`config.mk`:
```
export PLATFORM = sky130hd
export DESIGN_NAME = hazard_ctrl
export DESIGN_NICKNAME = d
export VERILOG_FILES = /design/src/rtl/hazard_ctrl.sv
export SDC_FILE = /design/constraint.sdc
export NUM_CORES = 1
export LEC_CHECK = 0
export CAP_MARGIN = 20
export CORE_MARGIN = 3
export CORE_UTILIZATION = 37
export DETAILED_ROUTE_END_ITERATION = 8
export GPL_ROUTABILITY_DRIVEN = 0
export HOLD_SLACK_MARGIN = 0.08
export PLACE_DENSITY = 0.87
export SLEW_MARGIN = 20
export SYNTH_ARGS = -nofsm -noshare
export SYNTH_HDL_FRONTEND = slang
export SYNTH_SLANG_ARGS = --single-unit
```
`constraint.sdc`:
```
create_clock -name clk_i -period 1.3 [get_ports clk_i]
set_input_delay 0.26 -clock clk_i [delete_from_list [all_inputs] [get_ports clk_i]]
set_output_delay 0.26 -clock clk_i [all_outputs]
set_load 0.02 [all_outputs]
```
`src/rtl/hazard_ctrl.sv`:
```
// Stall/flush sequencer for the 5-stage pipeline: load-use bubbles, ID redirect flushes, data-memory wait freeze.
// Zero-cycle latency (outputs combinational); optional perf counters under `HAZARD_CTRL_PERF_EN.
module hazard_ctrl #(
    parameter int WAIT_MAX = 16,
    parameter int CNT_W    = 32
) (
    input  logic             clk_i,
    input  logic             rst_i,
    input  logic [4:0]       id_rsaddr_i,
    input  logic [4:0]       id_rtaddr_i,
    input  logic             id_uses_rt_i,
    input  logic             ex_memread_i,
    input  logic [4:0]       ex_rtaddr_i,
    input  logic             branch_taken_i,
    input  logic             jump_i,
    input  logic             mem_req_i,
    input  logic             mem_ack_i,
    output logic             pc_we_o,
    output logic             ifid_we_o,
    output logic             ifid_flush_o,
    output logic             idex_we_o,
    output logic             idex_bubble_o,
    output logic             exmem_we_o,
    output logic             memwb_bubble_o,
    output logic             stall_o,
`ifdef HAZARD_CTRL_PERF_EN
    output logic [CNT_W-1:0] lu_cnt_o,
    output logic [CNT_W-1:0] flush_cnt_o,
    output logic [CNT_W-1:0] wait_cnt_o,
`endif
    output logic             mem_err_o
);

    localparam int WC_W = $clog2(WAIT_MAX + 1);
    localparam logic [WC_W-1:0] WC_MAX = WC_W'(WAIT_MAX);
    localparam logic [WC_W-1:0] WC_ONE = WC_W'(1);

    typedef enum logic {RUN, MEM_WAIT} state_t;

    state_t          state_q, state_nxt;
    logic [WC_W-1:0] wait_cnt_q, wait_cnt_nxt;
    logic            lu_q, lu_q_nxt;
    logic            err_q, err_nxt;

    logic lu, mw, redirect, lu_take;

    // Register 0 is hardwired, so a load targeting it can never create a hazard.
    assign lu = ex_memread_i && (ex_rtaddr_i != 5'd0) &&
                ((ex_rtaddr_i == id_rsaddr_i) ||
                 (id_uses_rt_i && (ex_rtaddr_i == id_rtaddr_i)));
    assign mw       = mem_req_i && !mem_ack_i;
    assign redirect = branch_taken_i || jump_i;
    assign lu_take  = (state_q == RUN) && !mw && lu && !lu_q;

    always_ff @(posedge clk_i) begin
        if (rst_i) begin
            state_q    <= RUN;
            wait_cnt_q <= '0;
            lu_q       <= 1'b0;
            err_q      <= 1'b0;
        end else begin
            state_q    <= state_nxt;
            wait_cnt_q <= wait_cnt_nxt;
            lu_q       <= lu_q_nxt;
            err_q      <= err_nxt;
        end
    end

    always_comb begin
        state_nxt    = state_q;
        wait_cnt_nxt = wait_cnt_q;
        lu_q_nxt     = lu_q;
        err_nxt      = err_q;
        case (state_q)
            RUN: begin
                // lu_q only survives the cycle that took the bubble: one bubble per load-use pair.
                lu_q_nxt = lu_take;
                if (mw) begin
                    state_nxt    = MEM_WAIT;
                    wait_cnt_nxt = WC_ONE;
                    if (WC_ONE >= WC_MAX) err_nxt = 1'b1;
                end
            end
            MEM_WAIT: begin
                if (mem_ack_i) begin
                    state_nxt    = RUN;
                    wait_cnt_nxt = '0;
                end else begin
                    if (wait_cnt_q < WC_MAX) wait_cnt_nxt = wait_cnt_q + WC_ONE;
                    if (wait_cnt_nxt >= WC_MAX) err_nxt = 1'b1;
                end
            end
            default: state_nxt = RUN;
        endcase
    end

    always_comb begin
        pc_we_o        = 1'b1;
        ifid_we_o      = 1'b1;
        ifid_flush_o   = 1'b0;
        idex_we_o      = 1'b1;
        idex_bubble_o  = 1'b0;
        exmem_we_o     = 1'b1;
        memwb_bubble_o = 1'b0;
        stall_o        = 1'b0;
        mem_err_o      = err_q;
        if (rst_i) begin
            pc_we_o        = 1'b0;
            ifid_we_o      = 1'b0;
            idex_we_o      = 1'b0;
            exmem_we_o     = 1'b0;
            ifid_flush_o   = 1'b1;
            idex_bubble_o  = 1'b1;
            memwb_bubble_o = 1'b1;
            stall_o        = 1'b1;
            mem_err_o      = 1'b0;
        end else if (state_q == MEM_WAIT || mw) begin
            pc_we_o        = 1'b0;
            ifid_we_o      = 1'b0;
            idex_we_o      = 1'b0;
            exmem_we_o     = 1'b0;
            memwb_bubble_o = 1'b1;
            stall_o        = 1'b1;
        end else if (lu_take) begin
            // ID is held, so a branch here is simply re-evaluated next cycle.
            pc_we_o       = 1'b0;
            ifid_we_o     = 1'b0;
            idex_bubble_o = 1'b1;
            stall_o       = 1'b1;
        end else if (redirect) begin
            ifid_flush_o = 1'b1;
        end
    end

`ifdef HAZARD_CTRL_PERF_EN
    always_ff @(posedge clk_i) begin
        if (rst_i) begin
            lu_cnt_o    <= '0;
            flush_cnt_o <= '0;
            wait_cnt_o  <= '0;
        end else begin
            if (lu_take)             lu_cnt_o    <= lu_cnt_o + 1'b1;
            if (ifid_flush_o)        flush_cnt_o <= flush_cnt_o + 1'b1;
            if (state_q == MEM_WAIT) wait_cnt_o  <= wait_cnt_o + 1'b1;
        end
    end
`endif

endmodule

```
==> flow_metrics.env <==
export IMPL_timing_fmax_mhz=630
export IMPL_cts_htree_levels=1
export IMPL_die_area_um2=2110
export IMPL_clock_latency_ns=0.25
export IMPL_utilization=0.768
export IMPL_path_buf_inv=1
export IMPL_synth_xor_area_share=0.149
export IMPL_grt_overflow=0
export IMPL_die_y_um=45.9
export IMPL_grt_pass1_vias=752
export IMPL_root_buffer="clkbuf_4"
export IMPL_antenna_cells=0
export IMPL_grt_max_degree=9
export IMPL_ys_warnings_count=0
export IMPL_cts_tree="done"
export IMPL_vias=739
export IMPL_crit_chain="a21oi_4 > and4b_2 > a31oi_2 > buf_4"
export IMPL_track_usage=0.207
export IMPL_layout_commonest_cell="buf_4"
export IMPL_cts_buffers=3
export IMPL_slowest_stage="dfxtp_2"
export IMPL_synthSimpleGateAreaFrac=0.263
export IMPL_holdWs_ns=0.427
export IMPL_synth_compound_area_frac=0.206
export IMPL_ant_nets=0
export IMPL_most_common_layout_cells="buf_4 (23), buf_2 (13), xnor2_1 (7), dfxtp_1 (7)"
export IMPL_worstMarginPinSlew_ns=0.242
export IMPL_cts_sinks=8
export IMPL_endpoint_kind="primary output"
export IMPL_drv_slew=0
export IMPL_seq_area_frac_synth=0.272
export IMPL_synth_top_cell_area_share=0.272
export IMPL_crit_required_ns=1.04
export IMPL_antenna_found_initial=0
export IMPL_syn_avg_cell_area_um2=7.86
export IMPL_fin_skew_ns=0.00102
export IMPL_initial_core_util=0.421
export IMPL_dpl_hpwl_um=1530
export IMPL_min_path_type="in -> reg"
export IMPL_wl_um=2110
export IMPL_cp_top_family="flip-flops"
export IMPL_num_rows=13
export IMPL_yosysTopAreaCell="dfxtp_1"
export IMPL_p_per_area_nw_per_um2=682
export IMPL_cts_buffer_depth=2
export IMPL_setup_ws_ns=-0.288
export IMPL_syn_to_final_growth_pct=82.4
export IMPL_p_leak_nw=0.465
export IMPL_synth_area_um2=589
export IMPL_port_buffers=31
export IMPL_avgRoutedWirePerCell_um=15.0
export IMPL_max_cap_violations=0
export IMPL_arrival_ns=1.33
export IMPL_status="finished, violations left"
export IMPL_syn_nets=99
export IMPL_drc=0
export IMPL_synth_cell_types=30
export IMPL_layout_drive_gt1_share=0.544
export IMPL_irDropWorstVdd_uv=495
export IMPL_path_clk_slew_ns=0.05
export IMPL_drtIter0Drc=22
export IMPL_fillers=108
export IMPL_setup_tns_ns=-1.79
export IMPL_hold_viol_final=0
export IMPL_regArea_um2=161
export IMPL_fin_nets=151
export IMPL_period_share=1.22
export IMPL_critPathLaunchType="flip-flop"
export IMPL_synthAdderAreaFrac=0.0212
export IMPL_p_total_w=0.000733
export IMPL_dp_slack_ns=-1.08
export IMPL_finalSetupViolCount=9
export IMPL_max_stage_delay_ns=0.33
export IMPL_violations="setup timing"
export IMPL_die_w_um=45.9
export IMPL_finalCriticalPeriod_ns=1.59
export IMPL_crit_type="reg -> out"
export IMPL_core_area_um2=1400
export IMPL_grt_pass1_wl_um=3170
export IMPL_firstDrtPassIters=5
export IMPL_yosys_register_bits=8
export IMPL_synth_top_family_by_area="simple AND/OR/NAND/NOR gates"
export IMPL_via_per_inst=5.28
export IMPL_rsz0062_at_grt="yes"
export IMPL_cp_max_fo=4
export IMPL_multi_input_area_um2=475
export IMPL_ctsHoldBuffers=0
export IMPL_relSlewSlack=0.838
export IMPL_synthCells=75
export IMPL_synth_top_cells_by_area="dfxtp_1 (27%), xnor2_1 (15%), nand2_1 (4.5%)"
export IMPL_io_pins=32
export IMPL_synthMuxAreaShare=0.0191
-- report_power, final --
group	total, W	internal, W	switching [W]
registers	0.000256	0.000250	0.00000561
logic	0.000285	0.000153	0.000132
clock network	0.000192	0.000106	0.0000863
-- synth_stat cells --
cell type,number
xnor2_1,10
dfxtp_1,8
nand2_1,7
nor2_1,6
o21ai_0,5
a21oi_1,4
inv_1,4
a31oi_1,2
buf_4,2
nand3_1,2
nand4b_1,2
nor2b_1,2
nor3_1,2
o21ai_1,2
o31ai_1,2
a21oi_2,1
a22oi_1,1
and4b_1,1
buf_6,1
ha_1,1
mux2_2,1
nand3b_1,1
nand4_1,1
nor2_2,1
nor2_4,1
o21bai_1,1
o22a_1,1
o22ai_1,1
or2_2,1
or3b_1,1
-- cell type report --
| type | instances | share of cell area |
|---|---|---|
| Multi-Input combinational cell | 60 | 0.442 |
| Sequential cell | 8 | 0.150 |
| Clock buffer | 3 | 0.0210 |
| Inverter | 4 | 0.0163 |
| Timing Repair Buffer | 50 | 0.353 |
| Tap cell | 15 | 0.0175 |
-- worst paths after layout --
path / from / endpoint / slack (ns) / cells after the start
min: mem_ack_i / state_q / 0.43 / 3
max reg2reg: state_q / wait_cnt_q[2] / -0.01 / 5
min reg2reg: wait_cnt_q[1] / wait_cnt_q[1] / 0.50 / 2
max: state_q / ifid_flush_o / -0.29 / 4
-- layer usage --
| layer | up-vias | part of all wire | global-route usage |
|---|---|---|---|
| met4 | 0 | 0.013 | 0.0398 |
| met3 | 2 | 0.049 | 0.0593 |
| met1 | 344 | 0.42 | 0.242 |
| li1 | 369 | - | - |
| met2 | 24 | 0.52 | 0.368 |
| met5 | - | 0 | 0 |
-- tightest hold or removal path, delay by kind of cell --
family,cells,cell delay (ns)
buf+inv,2,0.34
simple gates,1,0.04
-- kinds of logic after synthesis --
logic type	after synthesis
muxes	1
and+or+nand+nor	28
AOI/OAI and AO/OA	20
DFF	8
xor gates and xnor gates	10
adders and majority gates	1
buffers and inverters	7
-- stage by stage --
step,area [um2],instances
floorplan,629,75
finish,1070,140
detailed placement,1030,132
global route,1070,140
global placement,1030,132
CTS,1040,139
-- flip-flops by register name (all words and copies together), names as in the netlist --
signal and count:
lu_q 1, state_q 1, err_q 1, wait_cnt_q 5
-- timing repair --
action | 4_1_cts | 5_1_grt
setup endpoints to repair | 15 | 14
pin swaps | 24 | 3
setup buffers | 4 | 1
hold endpoints to repair | 0 | 0
resized for setup | 116 | 8
(Power assumes the default switching activity.)
